--- config.mk ---
export PLATFORM = sky130hd
export DESIGN_NAME = mux_scan_nto1_flat
export DESIGN_NICKNAME = d
export VERILOG_FILES = /design/src/rtl/mux_scan_nto1_if.sv /design/src/rtl/mux_scan_nto1.sv /design/src/flat_wrapper.sv
export SDC_FILE = /design/constraint.sdc
export NUM_CORES = 1
export LEC_CHECK = 0
export BUFFER_PORTS_ARGS = -buffer_cell sky130_fd_sc_hd__buf_2
export CORE_AREA = 2 2 83 85
export DETAILED_ROUTE_END_ITERATION = 10
export DIE_AREA = 0 0 85 87
export PLACE_DENSITY_LB_ADDON = 0.2
export SLEW_MARGIN = 20
export SYNTH_ARGS = -nofsm -noshare
export SYNTH_HDL_FRONTEND = slang
export SYNTH_SLANG_ARGS = --single-unit
--- constraint.sdc ---
create_clock -name clk -period 3.01 [get_ports clk]
set_input_delay 0.1505 -clock clk [delete_from_list [all_inputs] [get_ports clk]]
set_output_delay 0.1505 -clock clk [all_outputs]
set_load 0.02 [all_outputs]
--- src/rtl/mux_scan_nto1_if.sv ---
// mux_scan_nto1_if
//   Bundles the channel inputs, the scan/manual controls and the registered
//   display outputs of mux_scan_nto1.
//   master : side that drives channel data and controls (value registers)
//   slave  : the scanner itself
//   Signals: in_bus, blank_mask, scan_en, manual, manual_sel  (master -> slave)
//            out_data, sel_out, an_n, slot_tick              (slave -> master)
interface mux_scan_nto1_if #(
  parameter int N_CH = 8,
  parameter int W    = 4
);
  localparam int SEL_W = $clog2(N_CH);

  logic [N_CH*W-1:0] in_bus;
  logic [N_CH-1:0]   blank_mask;
  logic              scan_en;
  logic              manual;
  logic [SEL_W-1:0]  manual_sel;
  logic [W-1:0]      out_data;
  logic [SEL_W-1:0]  sel_out;
  logic [N_CH-1:0]   an_n;
  logic              slot_tick;

  modport master (
    output in_bus, blank_mask, scan_en, manual, manual_sel,
    input  out_data, sel_out, an_n, slot_tick
  );

  modport slave (
    input  in_bus, blank_mask, scan_en, manual, manual_sel,
    output out_data, sel_out, an_n, slot_tick
  );
endinterface

--- src/rtl/mux_scan_nto1.sv ---
// mux_scan_nto1
//   Time-multiplexed N-to-1 selector for a 7-segment digit scan. A prescaler
//   counts PRESCALE cycles per slot; at the end of each slot the channel index
//   advances (wrapping at N_CH-1). The selected channel value, its index and an
//   active-low one-hot digit enable are registered and move together.
//   Ports:
//     clk      system clock
//     reset_n  asynchronous reset, active low
//     bus      mux_scan_nto1_if.slave (channels, blanking, scan_en, manual
//              select in; out_data, sel_out, an_n, slot_tick out)
//   Optional build macro:
//     MUXSCAN_DEADTIME_EN  force an_n to all ones for the first DEAD_CYC
//                          cycles of every scan slot (anti-ghosting).
module mux_scan_nto1 #(
  parameter int N_CH     = 8,
  parameter int W        = 4,
  parameter int PRESCALE = 100000,
  parameter int DEAD_CYC = 16
) (
  input logic           clk,
  input logic           reset_n,
  mux_scan_nto1_if.slave bus
);

  localparam int SEL_W = $clog2(N_CH);
  localparam int CNT_W = $clog2(PRESCALE);

  localparam logic [CNT_W-1:0] CNT_LAST = CNT_W'(PRESCALE - 1);
  localparam logic [SEL_W-1:0] IDX_LAST = SEL_W'(N_CH - 1);

  // Elaboration-time parameter sanity checks.
  if (N_CH < 2 || PRESCALE < 2 || DEAD_CYC < 0) begin : g_bad_cfg
    $error("mux_scan_nto1: illegal N_CH/PRESCALE/DEAD_CYC");
  end
`ifdef MUXSCAN_DEADTIME_EN
  if (DEAD_CYC >= PRESCALE) begin : g_bad_dead
    $error("mux_scan_nto1: DEAD_CYC must be below PRESCALE");
  end
  localparam logic [CNT_W-1:0] DEAD_LIM = CNT_W'(DEAD_CYC);
`endif

  logic [CNT_W-1:0] cnt_r;
  logic [SEL_W-1:0] idx_r;
  logic [CNT_W-1:0] ncnt_s;
  logic [SEL_W-1:0] nidx_s;
  logic             tick_s;
  logic [N_CH-1:0]  hot_s;
  logic [W-1:0]     data_s;
  logic             show_s;
  logic             dead_s;

  logic [W-1:0]     out_data_r;
  logic [SEL_W-1:0] sel_out_r;
  logic [N_CH-1:0]  an_n_r;
  logic             slot_tick_r;

  // Next prescaler/index state; manual overrides scan and swallows any tick.
  always_comb begin
    tick_s = 1'b0;
    ncnt_s = cnt_r;
    nidx_s = idx_r;
    if (bus.manual) begin
      ncnt_s = '0;
      nidx_s = bus.manual_sel;
    end else if (bus.scan_en) begin
      if (cnt_r == CNT_LAST) begin
        tick_s = 1'b1;
        ncnt_s = '0;
        // >= also pulls an out-of-range index left over from manual mode back to 0
        nidx_s = (idx_r >= IDX_LAST) ? '0 : idx_r + SEL_W'(1);
      end else begin
        ncnt_s = cnt_r + CNT_W'(1);
      end
    end else begin
      ncnt_s = cnt_r;
      nidx_s = idx_r;
    end
  end

  // Decode the next index into a one-hot and AND-OR mux the channel value.
  // An index >= N_CH matches no channel, so it yields zero data and no enable.
  always_comb begin
    hot_s  = '0;
    data_s = '0;
    for (int k = 0; k < N_CH; k++) begin
      hot_s[k] = (nidx_s == SEL_W'(k));
      data_s   = data_s | (bus.in_bus[k*W +: W] & {W{hot_s[k]}});
    end
    show_s = |(hot_s & ~bus.blank_mask);
  end

  // Dead-time window at the start of each scan slot (manual mode exempt).
  always_comb begin
`ifdef MUXSCAN_DEADTIME_EN
    dead_s = ~bus.manual & (ncnt_s < DEAD_LIM);
`else
    dead_s = 1'b0;
`endif
  end

  // Prescaler and channel index state.
  always_ff @(posedge clk or negedge reset_n) begin
    if (!reset_n) begin
      cnt_r <= '0;
      idx_r <= '0;
    end else begin
      cnt_r <= ncnt_s;
      idx_r <= nidx_s;
    end
  end

  // Output register, loaded from the next index so all outputs move together.
  always_ff @(posedge clk or negedge reset_n) begin
    if (!reset_n) begin
      out_data_r  <= '0;
      sel_out_r   <= '0;
      an_n_r      <= '1;
      slot_tick_r <= 1'b0;
    end else begin
      out_data_r  <= show_s ? data_s : '0;
      sel_out_r   <= nidx_s;
      an_n_r      <= (show_s && !dead_s) ? ~hot_s : '1;
      slot_tick_r <= tick_s;
    end
  end

  assign bus.out_data  = out_data_r;
  assign bus.sel_out   = sel_out_r;
  assign bus.an_n      = an_n_r;
  assign bus.slot_tick = slot_tick_r;

endmodule

--- src/flat_wrapper.sv ---
// flat-port wrapper written by rule: the top's interface ports become plain ports
module mux_scan_nto1_flat 
#(
  parameter int N_CH     = 8,
  parameter int W        = 4,
  parameter int PRESCALE = 100000,
  parameter int DEAD_CYC = 16
)
  (clk, reset_n, bus_in_bus, bus_blank_mask, bus_scan_en, bus_manual, bus_manual_sel, bus_out_data, bus_sel_out, bus_an_n, bus_slot_tick);
  mux_scan_nto1_if #(.N_CH(N_CH), .W(W)) bus_i ();
  input logic clk;
  input logic reset_n;
  input wire logic [$bits(bus_i.in_bus)-1:0] bus_in_bus;
  input wire logic [$bits(bus_i.blank_mask)-1:0] bus_blank_mask;
  input wire logic [$bits(bus_i.scan_en)-1:0] bus_scan_en;
  input wire logic [$bits(bus_i.manual)-1:0] bus_manual;
  input wire logic [$bits(bus_i.manual_sel)-1:0] bus_manual_sel;
  output wire logic [$bits(bus_i.out_data)-1:0] bus_out_data;
  output wire logic [$bits(bus_i.sel_out)-1:0] bus_sel_out;
  output wire logic [$bits(bus_i.an_n)-1:0] bus_an_n;
  output wire logic [$bits(bus_i.slot_tick)-1:0] bus_slot_tick;
  assign bus_i.in_bus = bus_in_bus;
  assign bus_i.blank_mask = bus_blank_mask;
  assign bus_i.scan_en = bus_scan_en;
  assign bus_i.manual = bus_manual;
  assign bus_i.manual_sel = bus_manual_sel;
  assign bus_out_data = bus_i.out_data;
  assign bus_sel_out = bus_i.sel_out;
  assign bus_an_n = bus_i.an_n;
  assign bus_slot_tick = bus_i.slot_tick;
  mux_scan_nto1 #(.N_CH(N_CH), .W(W), .PRESCALE(PRESCALE), .DEAD_CYC(DEAD_CYC)) u_core (.clk(clk), .reset_n(reset_n), .bus(bus_i));
endmodule
==> metrics.md <==
| Metric | Value |
|---|---|
| First-pass GRT wire length | 8090 um |
| FF-to-FF path depth | 8 |
| Fin crit period | 2.80 ns |
| Min-Delay Path Class | in -> reg |
| Most used flip-flop cell after synthesis | dfrtp_1 |
| # IOs | 63 |
| Placement Setup Slack | approximately 0.12 ns |
| Post-synth top area cell | dfrtp_1 |
| Drt initial violations | approximately 90 |
| Top cells by count, synth | nand2_1, dfrtp_1, nor2_1, nand3_1 |
| CP startpoint | u_core.cnt_r[8] |
| R2R Path Start | u_core.cnt_r[8] |
| Synth Area in Simple Gates | 25.6% |
| Routed length per instance | approximately 14 um |
| Yosys reg bits | 33 |
| Die W | 85 um |
| Post-Synth XOR/XNOR Area | 5.41% |
| # H-tree levels | 2 |
| Setup crit end | u_core.bus.out_data[3] |
| Post-layout nets | 318 |
| Crit path kind | reg -> reg |
| PortBufs | just over 60 |
| Final hold violation count | 0 |
| N_diodes | 0 |
| Area share of fa/ha/maj cells after synthesis | 1.93% |
| Fmax | 357 MHz |
| Area of the mapped netlist | 1940 um2 |
| Count leader, synth | nand2_1 |
| Final setup fails | 0 |
| Worst Path Arrival | 3.01 ns |
| Syn nets | 252 |
| Post-synth ARST share | between 90% and 100% |
| Status | finished, final reports clean |
| Setup_tns | 0 ns |
| Clk_skew | 0.00978 ns |
| Initial antenna violation count | 0 |
| Pleak | ~1.2 nW |
| Drt total wl | just under 5000 um |
| Flop2flop setup slack | 0.21 ns |
| Fraction of final layout cells sized beyond drive strength 1 | a little under two fifths |
| DP Wirelength | 3730 um |
| Post-DR vias/cell | 4.91 |
| Reg area | 836 um2 |
| Period utilisation layout | 93.1% |
| Worst hold margin | 0.0751 ns |
| Setup WS post-layout | roughly 0.21 ns |
| Clk buf depth | 2 |
| Number of buffers created by CTS | 5 |
| Worst Setup End Kind | flop |
| Pre-Repair DR Iteration Count | 4 |
| Area Overhead vs Synth | 28.1% |
| R2r endpoint | u_core.bus.out_data[3] |
| Tightest Pin Transition | 0.737 ns |
| CORE AREA | 6570 um2 |
| Number of global-route vias before repair | ~1800 |
| GPL Wtd Cong | 0.753 |
| Clk slew on worst S/H paths | 0.07 ns |
| Antenna violation net count after detailed routing | 0 |
| Mapped Avg Cell Area | 9.63 um2 |
| Slew Viols, Final | 0 |
| CTS Root Cell | clkbuf_8 |
| Combinational family with the most area after synthesis | simple AND/OR/NAND/NOR gates |
| Clk sinks | 33 |
| Crit start category | flop |
| Top cell type's share of synthesized area | 32.2% |
| Starting Density | 29.6% |
| Overall Global Routing Usage | 13.7% |
| Post-route DRC | 0 |
| RSZ-0062 raised after global routing | false |
| Total die area | 7400 um2 |
| Post-route insts no fill | 349 |
| Site Rows | 30 |
| Placed Cells | 340 |
| Gr ovfl total | 0 |
| Area contributors post-synth | dfrtp_1, dfstp_2, nand2_1 |
| Number of enable flip-flop cells after synthesis | 0 |
| Crit-path max FO | 13 |
| Clock Latency Late Sink | just under 0.3 ns |
| TritonCTS clock tree | built |
| Gate Count Post-Synth | 202 |
| Post-synthesis sequential area ratio | 43.0% |
| Multi-input gate area | 1050 um2 |
| Pwr dens | around 460 nW/um2 |
| Post-synthesis compound-gate area fraction | between 10 and 15% |
| Synthesis Warnings | 0 |
| Post-synth cell types | 42 |
| Slew Limit Headroom | 50.9% |
| Layout Utilization | between 30% and 40% |
| Fill count | about 660 |
| Max_cap viols | 0 |
| Vias | 1713 |
| Maximum vdd drop | 0.232 mV |
| Pin count of the biggest net entering global routing | 34 |
| Mux cell area share after synthesis | 5.15% |
| Die Y-Extent | 87 um |
| Worst Path Required | 3.22 ns |
-- kinds of logic after synthesis --
kind of cell / Yosys count
AND/OR/NAND/NOR: 95
flip-flops: 33
AO/OA/AOI/OAI: 32
adder cells (fa/ha/maj): 3
multiplexers: 10
XOR/XNOR: 12
buffers and inverters: 17
-- final cells by class --
class / instances / share of cell area (%)
clock buffers: 6 / 3.32
clock inverters: 2 / 1.51
inverters: 9 / 1.46
multi-input cells: 152 / 42.1
flip-flops and latches: 33 / 33.6
well taps: 80 / 4.02
repair buffers: 67 / 14.1
-- where the power goes --
group	switching, mW	internal, mW	leakage (nW)	total (mW)
clock	0.171	0.269	0.0574	0.440
sequential	0.0122	0.468	0.420	0.480
combinational	0.130	0.0963	0.677	0.227
-- flip-flops by register name, indices dropped and copies added, names as in the netlist --
| name | cells |
|---|---|
| u_core.bus.an_n | 8 |
| u_core.bus.out_data | 4 |
| u_core.bus.slot_tick | 1 |
| u_core.cnt_r | 17 |
| u_core.idx_r | 3 |
-- worst min path at each step --
stage	endpoint	slack [ns]	cells past startpoint	startpoint
detailed placement	u_core.cnt_r[14]	0.26	1	reset_n
finish	u_core.bus.an_n[5]	0.08	2	bus_blank_mask[5]
global route	u_core.bus.an_n[5]	0.07	2	bus_blank_mask[5]
global placement	u_core.cnt_r[14]	0.26	1	reset_n
floorplan	u_core.bus.out_data[0]	-0.15	0	reset_n
CTS	u_core.bus.an_n[5]	0.07	2	bus_blank_mask[5]
-- critical path, stage by stage (launching register included) --
cell	delay, ns
dfrtp_1	0.41
or3b_4	0.42
or4b_4	0.54
o21ai_1	0.15
o21ai_1	0.12
buf_4	0.21
or4_4	0.49
a21boi_4	0.18
a211oi_2	0.19
-- per-layer routing --
layer  vias to the layer above  global-route usage [%]  wire (um)
li1                        848                       -          -
met1                       798                    16.8       2130
met2                        60                    23.4       2400
met3                         7                    3.32        247
met4                         0                    4.76         60
met5                         -                       0          0
-- per-stage QoR --
stage / cell area (um2) / total power, mW
final: 2490 / 1.15
after global routing: 2490 / 1.21
after floorplan: 1940 / 0.625
after detailed placement: 2340 / 0.712
after global placement: 2340 / 0.711
after CTS: 2470 / 1.16
-- timing repair --
action	CTS	global route
resized for setup	0	4
hold buffers	1	0
endpoints found under the hold margin	25	0
setup endpoints to repair	0	4
setup buffers	0	0
-- cells in the final DEF (no fill, tap or decap), drive strengths merged, types with 9 or more instances in the layout --
cell type  instances
nand3             19
buf               66
dfrtp             25
nor2              21
a32o               9
mux2i             10
o21ai              9
nand2             31
inv                9
xor2              10
No activity file was read; power rests on OpenSTA's default activity.
